===== src/rtl/a2d_arb.sv =====
// Round-robin arbiter/sequencer sharing one A2D converter among three requesters.
// Returns each result tagged with its requester ID and flags converters that never finish.
module a2d_arb #(
    parameter int GAP_CYC = 32,
    parameter int TMO_CYC = 1024
) (
    input  logic        clk,
    input  logic        rst,
    input  logic [2:0]  req,
    input  logic [8:0]  req_chnnl,
    output logic [2:0]  gnt,
    output logic        start_conv,
    output logic [2:0]  chnnl,
    input  logic        cnv_cmplt,
    input  logic [11:0] A2D_res,
    output logic [11:0] res,
    output logic [1:0]  res_id,
    output logic        res_vld,
    output logic        tmo_err,
    output logic        busy
);

    typedef enum logic [1:0] {
        IDLE = 2'd0,
        CONV = 2'd1,
        GAP  = 2'd2
    } state_t;

    state_t      state_r, state_s;
    logic [1:0]  ptr_r;
    logic [15:0] cnt_r;
    logic [2:0]  gnt_r, chnnl_r;
    logic        start_conv_r, res_vld_r, tmo_err_r, busy_r;
    logic [11:0] res_r;
    logic [1:0]  res_id_r;

    logic [2:0]  pick_s;
    logic        pick_vld_s;
    logic [1:0]  pick_id_s;
    logic [2:0]  pick_chnnl_s;
    logic [1:0]  ptr_nxt_s;
    logic        cmplt_ok_s, tmo_hit_s, gap_done_s;

    // Search ptr, ptr+1, ptr+2 (mod 3); returns {found, id}.
    function automatic logic [2:0] rr_pick(input logic [2:0] r, input logic [1:0] p);
        logic [2:0] sel;
        logic [2:0] c;
        sel = 3'b000;
        for (int k = 2; k >= 0; k--) begin
            c = {1'b0, p} + 3'(k);
            if (c >= 3'd3) begin
                c = c - 3'd3;
            end
            if (r[c[1:0]]) begin
                sel = {1'b1, c[1:0]};
            end
        end
        return sel;
    endfunction

    // Arbitration decode and condition flags.
    always_comb begin
        pick_s     = rr_pick(req, ptr_r);
        pick_vld_s = pick_s[2];
        pick_id_s  = pick_s[1:0];
        case (pick_id_s)
            2'd0:    begin pick_chnnl_s = req_chnnl[2:0]; ptr_nxt_s = 2'd1; end
            2'd1:    begin pick_chnnl_s = req_chnnl[5:3]; ptr_nxt_s = 2'd2; end
            2'd2:    begin pick_chnnl_s = req_chnnl[8:6]; ptr_nxt_s = 2'd0; end
            default: begin pick_chnnl_s = req_chnnl[2:0]; ptr_nxt_s = 2'd0; end
        endcase
        // A completion seen alongside start_conv belongs to the previous conversion.
        cmplt_ok_s = cnv_cmplt && !start_conv_r;
        tmo_hit_s  = (cnt_r == 16'(TMO_CYC - 1));
        gap_done_s = (cnt_r == 16'(GAP_CYC));
    end

    // Next-state logic.
    always_comb begin
        state_s = state_r;
        case (state_r)
            IDLE: begin
                if (pick_vld_s) state_s = CONV;
                else            state_s = IDLE;
            end
            CONV: begin
                if (cmplt_ok_s || tmo_hit_s) state_s = (GAP_CYC == 0) ? IDLE : GAP;
                else                         state_s = CONV;
            end
            GAP: begin
                if (gap_done_s) state_s = IDLE;
                else            state_s = GAP;
            end
            default: state_s = IDLE;
        endcase
    end

    // State, counter, pointer and registered outputs.
    always_ff @(posedge clk) begin
        if (rst) begin
            state_r      <= IDLE;
            ptr_r        <= 2'd0;
            cnt_r        <= 16'd0;
            gnt_r        <= 3'd0;
            start_conv_r <= 1'b0;
            chnnl_r      <= 3'd0;
            res_r        <= 12'd0;
            res_id_r     <= 2'd0;
            res_vld_r    <= 1'b0;
            tmo_err_r    <= 1'b0;
            busy_r       <= 1'b0;
        end else begin
            state_r      <= state_s;
            gnt_r        <= 3'd0;
            start_conv_r <= 1'b0;
            res_vld_r    <= 1'b0;
            tmo_err_r    <= 1'b0;
            busy_r       <= (state_s != IDLE);
            if ((state_s != state_r) || (state_r == IDLE)) begin
                cnt_r <= 16'd0;
            end else begin
                cnt_r <= cnt_r + 16'd1;
            end
            case (state_r)
                IDLE: begin
                    if (pick_vld_s) begin
                        gnt_r        <= 3'b001 << pick_id_s;
                        start_conv_r <= 1'b1;
                        chnnl_r      <= pick_chnnl_s;
                        res_id_r     <= pick_id_s;
                        ptr_r        <= ptr_nxt_s;
                    end else begin
                        ptr_r <= ptr_r;
                    end
                end
                CONV: begin
                    if (cmplt_ok_s) begin
                        res_r     <= A2D_res;
                        res_vld_r <= 1'b1;
                    end else if (tmo_hit_s) begin
                        tmo_err_r <= 1'b1;
                    end else begin
                        res_r <= res_r;
                    end
                end
                default: begin
                    res_r <= res_r;
                end
            endcase
        end
    end

    assign gnt        = gnt_r;
    assign start_conv = start_conv_r;
    assign chnnl      = chnnl_r;
    assign res        = res_r;
    assign res_id     = res_id_r;
    assign res_vld    = res_vld_r;
    assign tmo_err    = tmo_err_r;
    assign busy       = busy_r;

endmodule

===== config.mk =====
export PLATFORM = sky130hd
export DESIGN_NAME = a2d_arb
export DESIGN_NICKNAME = d
export VERILOG_FILES = /design/src/rtl/a2d_arb.sv
export SDC_FILE = /design/constraint.sdc
export NUM_CORES = 1
export LEC_CHECK = 0
export CELL_PAD_IN_SITES_DETAIL_PLACEMENT = 1
export CELL_PAD_IN_SITES_GLOBAL_PLACEMENT = 1
export CORE_ASPECT_RATIO = 0.9
export CORE_UTILIZATION = 25
export DETAILED_ROUTE_END_ITERATION = 10
export GPL_TIMING_DRIVEN = 1
export PLACE_DENSITY_LB_ADDON = 0.1
export SLEW_MARGIN = 40
export SYNTH_ARGS = -nofsm -noshare
export SYNTH_HDL_FRONTEND = slang
export SYNTH_SLANG_ARGS = --single-unit
export TNS_END_PERCENT = 1

===== constraint.sdc =====
create_clock -name clk -period 4.8 [get_ports clk]
set_input_delay 0.48 -clock clk [delete_from_list [all_inputs] [get_ports clk]]
set_output_delay 0.48 -clock clk [all_outputs]
set_load 0.03 [all_outputs]

======== Word-level counts from Yosys, hierarchy flattened ========
Cells that the tools add are included.
storage, ports and cells
  flip-flop bits (word level) ............. 44
  bits of input ports ..................... 27
  word-level logic and storage cells ...... 69
operators by class
  add/subtract/negate cells ............... 6
  $lt $le $gt $ge ......................... 6
  eq/ne operators ......................... 7
  shift operators ......................... 1
  muxes and demuxes ....................... 21
  bitwise gates (word level) .............. 3
  reductions and logical operators ........ 14
operator list
  cell                                                                     number
  16-bit by 1-bit adder with 16-bit output, second input constant          1
  16-bit by 10-bit equality test with 1-bit output, second input constant  1
  16-bit by 6-bit equality test with 1-bit output, second input constant   1
  2-bit two-way mux                                                        5
  2-bit by 3-bit < comparator with 1-bit output, second input constant     3
  3-bit two-way mux                                                        3
  1-bit two-way mux                                                        7
  1-bit binary-select mux with 2-bit select                                3
  3-bit by 2-bit >= comparator with 1-bit output, second input constant    2
  2-bit one-hot mux with 3 select lines                                    1
  3-bit one-hot mux with 2 select lines                                    1
  2-bit OR reduction                                                       3
  3-bit OR reduction                                                       2
  2-bit subtractor, second input constant                                  3
  2-bit by 1-bit equality test with 1-bit output, second input constant    2
  2-bit equality test, second input constant                               2
  2-bit zero test                                                          2
  2-bit one-hot mux with 2 select lines                                    1
  2-bit AND reduction                                                      2
  2-bit by 1-bit adder with 3-bit output, second input constant            1
  2-bit by 2-bit adder with 3-bit output, second input constant            1
  1-bit inverter                                                           3
  1-bit by 2-bit left shift with 3-bit output, first input constant        1
  2-bit >= comparator, second input constant                               1
  5 further kinds                                                          6

======== Logic depth before layout (Yosys ltp) ========
Gate-level depths: netlist of run 1.
  word-level depth ........................ 13
  depth in mapped cells ................... 12

======== Worst setup path after synthesis of run 1 ========
No wires, ideal clock.
  path kind ............................... reg-to-reg
  start point ............................. register ptr_r[0]
  end point ............................... register chnnl_r[2], in the netlist chnnl[2]
  setup time .............................. 0.130 ns
  arrival time ............................ 2.160 ns
  required time ........................... 4.670 ns
  setup slack ............................. 2.510 ns
  stages on the path, launching flop included .. 12
  path through ............................ dfxtp_1 inv_1 ha_1 buf_2 nand2b_1 o32ai_1 or4_1 ha_1 a22oi_1 nand2_1 o21ai_0 o32ai_1
between the ends
  cells in the longest elaborated chain, start to end .. 10
  elaborated cells on any way between the ends .. 24
  classes of those cells .................. add/sub: 5; order compare: 3; eq/ne: 2; mux: 13; reduce/logical: 1
ends and longest elaborated chain
  what                                                                                   RTL line  RTL
  from (decl)                                                                            30        logic [1:0] ptr_r;
  from (signal assigned)                                                                 131       ptr_r <= ptr_nxt_s;
  from (signal assigned)                                                                 133       ptr_r <= ptr_r;
  2-bit by 2-bit adder with 3-bit output                                                 50        c = {1'b0, p} + 3'(k);
  3-bit by 2-bit >= comparator with 1-bit output or 2-bit subtractor (tied branches)     51, 52
  2-bit two-way mux                                                                      51        if (c >= 3'd3) begin
  1-bit binary-select mux with 2-bit select                                              54        if (r[c[1:0]]) begin
  1-bit two-way mux (implied by the code)                                                54
  3-bit two-way mux (2 in series)                                                        54
  3-bit two-way mux *                                                                    54
  2-bit equality test or 2-bit by 1-bit equality test with 1-bit output (tied branches)  66        case (pick_id_s)
  3-bit one-hot mux with 2 select lines                                                  66
  to (signal assigned)                                                                   129       chnnl_r <= pick_chnnl_s;
  to (decl)                                                                              32        logic [2:0] gnt_r, chnnl_r;
Every way passes the cells marked *; elsewhere a longest branch is shown, timed or not. The select of a mux whose other input is x is not followed.
A chain may end at the register's enable or synchronous reset.

======== Worst setup path after layout of run 1 ========
  start point ............................. register ptr_r[0]
  end point ............................... register chnnl_r[1], in the netlist chnnl[1]
The elaborated chain is that of the path after synthesis.

==> metrics.yaml, run 1 <==
clk_latency_ns: 0.29
cpPeakStageDelay_ns: 0.66
drtPass1Iterations: 7
max_freq_mhz: 367
grt_pass1_vias: 1815
use_met2: 0.211
p_switching_w: 0.000456
diodes: 0
finalCritPeriodShare: 0.567
hold_path.class: "reg2reg"
peakVddDrop_uv: 171
final_util: 0.342
wirelength_um: 5250
drcViolationCount: 6
synthFlopType: "dfxtp_1"
rsz0062_at_grt: "no"
setup_slack_ns: 2.08
synth-edff-count: 0
met3_usage: 0.0308
grt_start_max_net_pins: 22
ff2ff_setup_slack_ns: 2.08
pwr-share-comb: 0.401
cts_hold_buffers: 0
worstSetupPathType: "reg2reg"
grt_use_total: 0.131
worst-endpoint-required_ns: 4.95
clk_path_buf_depth: 2
grt_pass1_wl_um: 9070
worst-slew-pin-transition_ns: 0.748
initial_core_util: 0.258
yosysSeqAreaShare: 0.426
crit_slowest_cell: "or4_1"
cap_violations: 0
finalCriticalPeriod_ns: 2.72
crit_top_cell: "ha_1"
post_cts_buffers: 0
num-nets-final: 319
viasPerCell: 4.70
end_kind: "flip-flop"
synthArstFlopShare: 0
skew_ns: 0.00931
rows: 31
start_kind: "flip-flop"
grt_overflow: 0
die-area_sq_um: 8650
critical_path.cell_chain: "inv_1 -> ha_1 -> mux2i_1 -> nor2_1 -> or4_1 -> ha_1 -> o21ai_0 -> o32ai_1"
die_width_um: 97.9
synth_seq_cells: 44
core_sq_um: 8030
detail-route-antenna-nets: 0
cts_tree: "done"
power-per-cell-area_nw_per_um2: 446
drtIter0Drc: 70
outcome: "complete, but fails checks"
cts_made_buffers: 5
synth_fp_nets: 273
maxSlewViolCount: 0
syn_avg_cell_area_sq_um: 8.73
met1_usage: 0.175
cts_max_level: 2
violations: "DRC"
cts_resized: 0
yosysWarnings: 0
p_sw_frac: 0.372
antenna_found_initial: 0
p_clk_frac: 0.228
synth_cell_types: 48
gp_congestion: 0.706
hold_ws_ns: 0.456
top_usage_layer: "met2"
p_seq_frac: 0.371
leakage_nw: 0.953
vias: 1799
pre_cts_slack_ns: 1.96
crit_fanout: 12
root_buffer: "clkbuf_8"
dp_hpwl_um: 3790
finalSetupViolations: 0
die_y_um: 88.3
internal-power_w: 0.000768
drive_gt1_frac: 0.0739
port_buffers: 50
fill_cells: 949
fin_setup_tns_ns: 0
wl_per_cell_um: 13.7
netlist_instances: 237
area_growth_pct: 32.5
clkTransAtPathRegs_ns: 0.08
numClockSinks: 44
ios: 51
slew_headroom: 0.501
crit_arrival_ns: 2.87
hold_viol_final: 0
synth_area_sq_um: 2070
==> registers in the layout (all words and copies together), names as in the netlist <==
name,cells
chnnl,3
cnt_r,16
gnt,3
res_id,2
res,12
res_vld,1
state_r,2
busy,1
start_conv,1
ptr_r,2
tmo_err,1
==> worst paths after layout <==
path | startpoint | to | cells after the start
max | ptr_r[0] | chnnl[1] | 8
min | res[2] | res[2] | 2
min reg2reg | res[2] | res[2] | 2
max reg2reg | ptr_r[0] | chnnl[1] | 8
==> layer usage <==
layer / part of all wire / wire length, um
met2: 0.44 / 2320
met5: 0 / 0
met4: 0.0091 / 48
met1: 0.49 / 2600
met3: 0.054 / 285
==> Yosys cell counts (3+ instances only) <==
master | n | area [sq um]
ha_1 | 9 | 113
buf_2 | 4 | 20.0
clkbuf_1 | 4 | 15.0
o32ai_1 | 5 | 43.8
a21oi_1 | 25 | 125
nand3b_1 | 3 | 22.5
o21ai_0 | 6 | 30.0
inv_1 | 12 | 45.0
nand4_1 | 3 | 18.8
xor2_1 | 6 | 52.6
dfxtp_1 | 44 | 881
nor2_1 | 7 | 26.3
a22oi_1 | 6 | 45.0
nand3_1 | 4 | 20.0
nand2b_1 | 3 | 18.8
or3_1 | 3 | 18.8
nand2_1 | 40 | 150
xnor2_1 | 5 | 43.8
nor3_1 | 8 | 40.0
==> power by group through the flow <==
stage	Clock (W)	Sequential (W)	Combinational, W
final	0.000279	0.000454	0.000491
after global routing	0.000316	0.000464	0.000545
after CTS	0.000297	0.000456	0.000496
after detailed placement	0	0.000464	0.000494
after global placement	0	0.000463	0.000493
after floorplan	0	0.000535	0.000254
==> per-stage QoR <==
stage	power, W	cell area, sq um	std cells
floorplan	0.000789	2070	237
global placement	0.000956	2630	375
detailed placement	0.000959	2630	375
CTS	0.00125	2740	383
global route	0.00132	2740	383
finish	0.00122	2740	383
==> cell type report <==
type / instances / area [sq um] / share of cell area
Clock inverter: 3 / 42.5 / 0.0155
Clock buffer: 5 / 68.8 / 0.0251
Inverter: 14 / 52.6 / 0.0192
Sequential cell: 44 / 881 / 0.321
Multi-Input combinational cell: 168 / 1080 / 0.393
Timing Repair Buffer: 50 / 495 / 0.181
Tap cell: 99 / 124 / 0.0452
==> layout by cell type, fill, tap and decap left out, drive strengths merged, types with 4 or more instances in the layout <==
cell,instances
xor2,6
nand3,5
clkdlybuf4s50,49
nor3,9
ha,9
nor2,7
xnor2,5
a22oi,8
nand4,4
clkbuf,5
dfxtp,44
inv,14
a21oi,25
o21ai,8
o32ai,5
nand2,40
==> cells by family (layout without fill, tap and decap cells) <==
group,Yosys count,count (layout),synth area share
adders and majority gates,9,9,0.0544
DFF,44,44,0.426
and+or+nand+nor,86,86,0.218
AOI/OAI and AO/OA,61,61,0.195
xor gates and xnor gates,11,11,0.0466
muxes,1,1,0.00484
buffers and inverters,25,72,0.0550
==> critical path: cells and delay by family, from the launching register on <==
kind | cells | cell delay, ns
adders and majority gates | 2 | 0.83
and+or+nand+nor | 2 | 0.72
DFF | 1 | 0.33
AOI/OAI and AO/OA | 2 | 0.33
muxes | 1 | 0.29
buffers and inverters | 1 | 0.08
No activity file was read; power rests on OpenSTA's default activity.
==> run 2: changes to the inputs <==
==> constraint.sdc (replaced) <==
create_clock -name clk -period 2.52 [get_ports clk]
set_input_delay 0.252 -clock clk [delete_from_list [all_inputs] [get_ports clk]]
set_output_delay 0.252 -clock clk [all_outputs]
set_load 0.03 [all_outputs]
==> run 2 against run 1 <==
Against the previous run:
- die area stayed put
- highest routed layer unchanged
- clock power is 94% higher
- the flow still finishes with violations (DRC)
- critical path depth is 2 higher
- clock skew is 0.0017 ns lower
- first-iteration DRC count is 8.6% lower
==> metrics.yaml, run 2 (synthesis gave the netlist of run 1 again) <==
final_area_sq_um: 2840  # +3.7%
die_y_um: 88.3  # unchanged
setup_slack_ns: 0.156  # -1.92 ns
die_width_um: 97.9  # unchanged
area_growth_pct: 37.4
grt_pass1_wl_um: 8700  # -4.0%
drtIter0Drc: 64  # -8.6%
critical_path.cell_chain: "inv_1 -> ha_2 -> mux2i_1 -> nor2_1 -> or4_4 -> ha_1 -> a22oi_1 -> nand2_1 -> o21ai_0 -> o32ai_1"
rows: 31  # unchanged
numClockSinks: 44  # unchanged
max_freq_mhz: 423  # +15%
crit_fanout: 5  # -7
pre_cts_slack_ns: 0.0748  # -1.89 ns
largest_register_ffs: 16  # unchanged
port_buffers: 50  # unchanged
finalSetupViolations: 0  # unchanged
fill_cells: 959  # +1.1%
core_sq_um: 8030  # unchanged
hold_viol_final: 0  # unchanged
clk_path_buf_depth: 2  # unchanged
skew_ns: 0.00765  # -0.00166 ns
seqCellArea_sq_um: 881  # unchanged
dp_cells: 388  # +3.5%
num-nets-final: 332  # +4.1%
slew_headroom: 0.693  # +0.191
viasPerCell: 4.68  # -0.27%
layout.cells.most_common_list: "clkdlybuf4s50_1 (50), dfxtp_1 (44), nand2_1 (40)"
root_buffer: "clkbuf_8"
wl_per_cell_um: 13.4  # -2.4%
largest-register: "cnt_r"
hold_path.class: "reg2reg"
grt_use_total: 0.126  # -0.00526
worst-endpoint-required_ns: 2.70  # -2.25 ns
power.total_w: 0.00242  # +98%
maxSlewViolCount: 0  # unchanged
cts_tree: "done"
finalCritPeriodShare: 0.938  # +0.371
antenna_found_initial: 0  # unchanged
detail-route-antenna-nets: 0  # unchanged
diodes: 0  # unchanged
gp_congestion: 0.709  # +0.48%
grt_pass1_vias: 1805  # -0.55%
multi_input_area_sq_um: 1080  # +0.23%
final_common_cell: "clkdlybuf4s50_1"
peakVddDrop_uv: 347  # +100%
die-area_sq_um: 8650  # unchanged
cts_made_buffers: 5  # unchanged
violations: "DRC"
crit_arrival_ns: 2.54  # -0.33 ns
dp_hpwl_um: 3920  # +3.4%
postPlaceCellArea_sq_um: 2730  # +3.7%
fin_cells: 396  # +3.4%
power-per-cell-area_nw_per_um2: 850  # +90%
vias: 1855  # +3.1%
clk_latency_ns: 0.30  # about the same
worst-slew-pin-transition_ns: 0.461  # -0.287 ns
clkTransAtPathRegs_ns: 0.09  # about the same
drtPass1Iterations: 7  # unchanged
initial_core_util: 0.258  # unchanged
leakage_nw: 1.01  # +6.4%
crit_slowest_cell: "or4_4"
grt_overflow: 0  # unchanged
cpPeakStageDelay_ns: 0.59  # -0.07 ns
end_kind: "flip-flop"
worstSetupPathType: "reg2reg"
grt_start_max_net_pins: 18  # -18%
cts_max_level: 2  # unchanged
ios: 51  # unchanged
finalCriticalPeriod_ns: 2.36  # -0.359 ns
wirelength_um: 5300  # +0.95%
fin_setup_tns_ns: 0  # unchanged
cap_violations: 0  # unchanged
post_cts_buffers: 0  # unchanged
start_kind: "flip-flop"
drcViolationCount: 6  # unchanged
outcome: "complete, but fails checks"
drive_gt1_frac: 0.111  # +0.0372
==> run 2: where the power goes <==
group          total, W  internal (W)  switching [W]
clock          0.000542      0.000295       0.000247
combinational   0.00101      0.000433       0.000580
sequential     0.000861      0.000800      0.0000612
==> run 2: stage by stage <==
step	utilization	hold slack [ns]
6_report	0.354	0.456
5_1_grt	0.354	0.476
4_1_cts	0.353	0.461
3_5_place_dp	0.340	0.447
3_3_place_gp	0.340	0.443
2_1_floorplan	-	0.388
==> run 2: worst paths after layout <==
check	start	endpoint	slack [ns]	cells after the start
max	ptr_r[0]	chnnl[0]	0.16	10
min	res[4]	res[4]	0.46	2
max reg2reg	ptr_r[0]	chnnl[0]	0.16	10
min reg2reg	res[4]	res[4]	0.46	2
==> run 2: cell type report <==
| cell class | instances | area share |
|---|---|---|
| multi-input combinational | 168 | 0.380 |
| clock inverter | 2 | 0.0123 |
| inverter | 14 | 0.0185 |
| clock buffer | 6 | 0.0255 |
| timing repair buffer | 63 | 0.210 |
| sequential | 44 | 0.310 |
| tap | 99 | 0.0436 |
==> run 2: what timing repair did <==
item                                    4_1_cts  5_1_grt
resized for setup                             0        3
endpoints found under the hold margin         0        0
hold buffers                                  0        0
endpoints found under the setup margin        0        3
==> run 2: critical path, delay by kind of cell, from the launching register on <==
kind	cells	cell delay, ns
flops	1	0.33
fa+ha+maj	2	0.49
simple gates	3	0.73
buf+inv	1	0.08
mux	1	0.26
compound gates	3	0.36
==> run 2: metal layers <==
metal	up-vias	global-route usage	routed length (um)
li1	956	-	-
met1	860	0.168	2680
met2	35	0.203	2320
met3	4	0.0261	243
met4	0	0.0455	50
met5	-	0	0
==> run 3: changes to the inputs <==
==> constraint.sdc (replaced) <==
create_clock -name clk -period 2.6 [get_ports clk]
set_input_delay 0.26 -clock clk [delete_from_list [all_inputs] [get_ports clk]]
set_output_delay 0.26 -clock clk [all_outputs]
set_load 0.03 [all_outputs]
==> run 3 against run 2 <==
Against the previous run:
- the run still ends with DRC left
- critical path depth fell by 2
- flip-flop and latch count did not move
- sequential share of layout area rose by 0.096 points
- utilization fell by 0.11 points
- fmax fell by 3.8%
- combinational power fell by 3%
- non-clock buffer count fell by 4
- largest power group unchanged
- highest routed layer is now met3
==> metrics.yaml, run 3 (synthesis gave the netlist of run 1 again) <==
dp_hpwl_um: 3930  # +0.27%
cts_max_level: 2  # unchanged
post_cts_buffers: 0  # unchanged
final_area_sq_um: 2840  # -0.31%
r2r_cells: 8  # -2
rsz0062_at_grt: "no"
numClockSinks: 44  # unchanged
hold_viol_final: 0  # unchanged
cts_tree: "done"
hold_path_depth: 2  # unchanged
root_buffer: "clkbuf_8"
drcViolationCount: 6  # unchanged
cpPeakStageDelay_ns: 0.59  # about the same
start_kind: "flip-flop"
power-per-cell-area_nw_per_um2: 853  # +0.30%
die-area_sq_um: 8650  # unchanged
cap_violations: 0  # unchanged
violations: "DRC"
antenna_found_initial: 0  # unchanged
worstSetupPathType: "reg2reg"
die_width_um: 97.9  # unchanged
slew_headroom: 0.633  # -0.0598
skew_ns: 0.00655  # -0.00110 ns
num-nets-final: 328  # -1.2%
drive_gt1_frac: 0.0993  # -0.0118
detail-route-antenna-nets: 0  # unchanged
fin_setup_tns_ns: 0  # unchanged
area_growth_pct: 37.0
grt_start_max_net_pins: 18  # unchanged
finalSetupViolations: 0  # unchanged
worst-slew-pin-transition_ns: 0.549  # +0.0880 ns
hold_path.class: "reg2reg"
drtIter0Drc: 61  # -4.7%
ios: 51  # unchanged
largest_register_ffs: 16  # unchanged
crit_fanout: 6  # +1
finalCriticalPeriod_ns: 2.46  # +0.0935 ns
max_freq_mhz: 407  # -3.8%
peakVddDrop_uv: 266  # -23%
cts_made_buffers: 5  # unchanged
maxSlewViolCount: 0  # unchanged
clk_latency_ns: 0.29  # about the same
layout.cells.most_common_list: "clkdlybuf4s50_1 (50), dfxtp_1 (44), nand2_1 (40)"
gp_congestion: 0.711  # +0.23%
clk_path_buf_depth: 2  # unchanged
port_buffers: 50  # unchanged
cp_top_family: "simple AND/OR/NAND/NOR gates"
wl_per_cell_um: 13.7  # +2.8%
wirelength_um: 5380  # +1.5%
postPlaceCellArea_sq_um: 2700  # -1.1%
end_kind: "flip-flop"
initial_core_util: 0.258  # unchanged
die_y_um: 88.3  # unchanged
diodes: 0  # unchanged
final_common_cell: "clkdlybuf4s50_1"
cts_hold_buffers: 0  # unchanged
grt_pass1_vias: 1771  # -1.9%
crit_arrival_ns: 2.63  # +0.09 ns
critical_path.cell_chain: "inv_1 -> ha_2 -> mux2i_1 -> nor2_1 -> or4_4 -> ha_1 -> o21ai_0 -> o32ai_1"
drtPass1Iterations: 7  # unchanged
outcome: "complete, but fails checks"
viasPerCell: 4.67  # -0.36%
vias: 1825  # -1.6%
largest-register: "cnt_r"
grt_overflow: 0  # unchanged
path_buf_inv: 1  # unchanged
crit_slowest_cell: "or4_4"
worst-endpoint-required_ns: 2.77  # +0.07 ns
finalCritPeriodShare: 0.945  # +0.00709
core_sq_um: 8030  # unchanged
grt_use_total: 0.129  # +0.00337
rows: 31  # unchanged
path_depth: 8  # -2
grt_pass1_wl_um: 8830  # +1.4%
leakage_nw: 1.00  # -0.96%
clkTransAtPathRegs_ns: 0.09  # about the same
## run 3: changes by cell type in the layout (fill, tap and decap cells not counted)
cell       before  now
bufinv_16       1    2
o21ai_0         5    6
buf_4          13    9
clkinv_2        1    0
clkbuf_1        1    0
o21ai_1         3    2
## run 3: final timing paths
| check | startpoint | slack [ns] | to |
|---|---|---|---|
| hold reg to reg | res[0] | 0.46 | res[0] |
| setup / recovery | ptr_r[0] | 0.14 | chnnl[0] |
| hold / removal | res[0] | 0.46 | res[0] |
| setup reg to reg | ptr_r[0] | 0.14 | chnnl[0] |
## run 3: final cells by class
type,instances,area (sq um)
Multi-Input combinational cell,168,1080
Tap cell,99,124
Fill cell,954,5190
Inverter,14,52.6
Sequential cell,44,881
Clock buffer,5,68.8
Clock inverter,2,60.1
Timing Repair Buffer,59,568
## run 3: worst reg2reg max path: stages, from the launching register on
cell and delay (ns):
dfxtp_1 0.33, inv_1 0.08, ha_2 0.24, mux2i_1 0.27, nor2_1 0.07, or4_4 0.59, ha_1 0.39, o21ai_0 0.25
o32ai_1 0.12
## run 3: per-stage QoR
stage | setup WS [ns] | total power [W] | util | hold slack (ns) | cells
2_1_floorplan | 0.310 | 0.00146 | - | 0.396 | 237
3_3_place_gp | 0.126 | 0.00182 | 0.336 | 0.442 | 384
3_5_place_dp | 0.0483 | 0.00182 | 0.336 | 0.451 | 384
4_1_cts | 0.0692 | 0.00245 | 0.352 | 0.464 | 391
5_1_grt | 0.0261 | 0.00258 | 0.353 | 0.484 | 391
6_report | 0.143 | 0.00242 | 0.353 | 0.459 | 391
## run 3: layer usage
layer	part of all wire	global-route usage	routed length, um
met5	0	0	0
met4	0	0.0331	0
met3	0.054	0.0379	288
met2	0.42	0.184	2250
met1	0.53	0.189	2840
## run 3: power by group
part | total (W) | leakage, nW | switching (W) | internal (W)
Clock | 0.000609 | 0.0642 | 0.000230 | 0.000378
Sequential | 0.000834 | 0.358 | 0.0000585 | 0.000776
Combinational | 0.000975 | 0.582 | 0.000568 | 0.000406
## run 3: what timing repair did
action	4_1_cts	5_1_grt
resized for setup	0	2
endpoints found under the setup margin	0	3
endpoints found under the hold margin	0	0
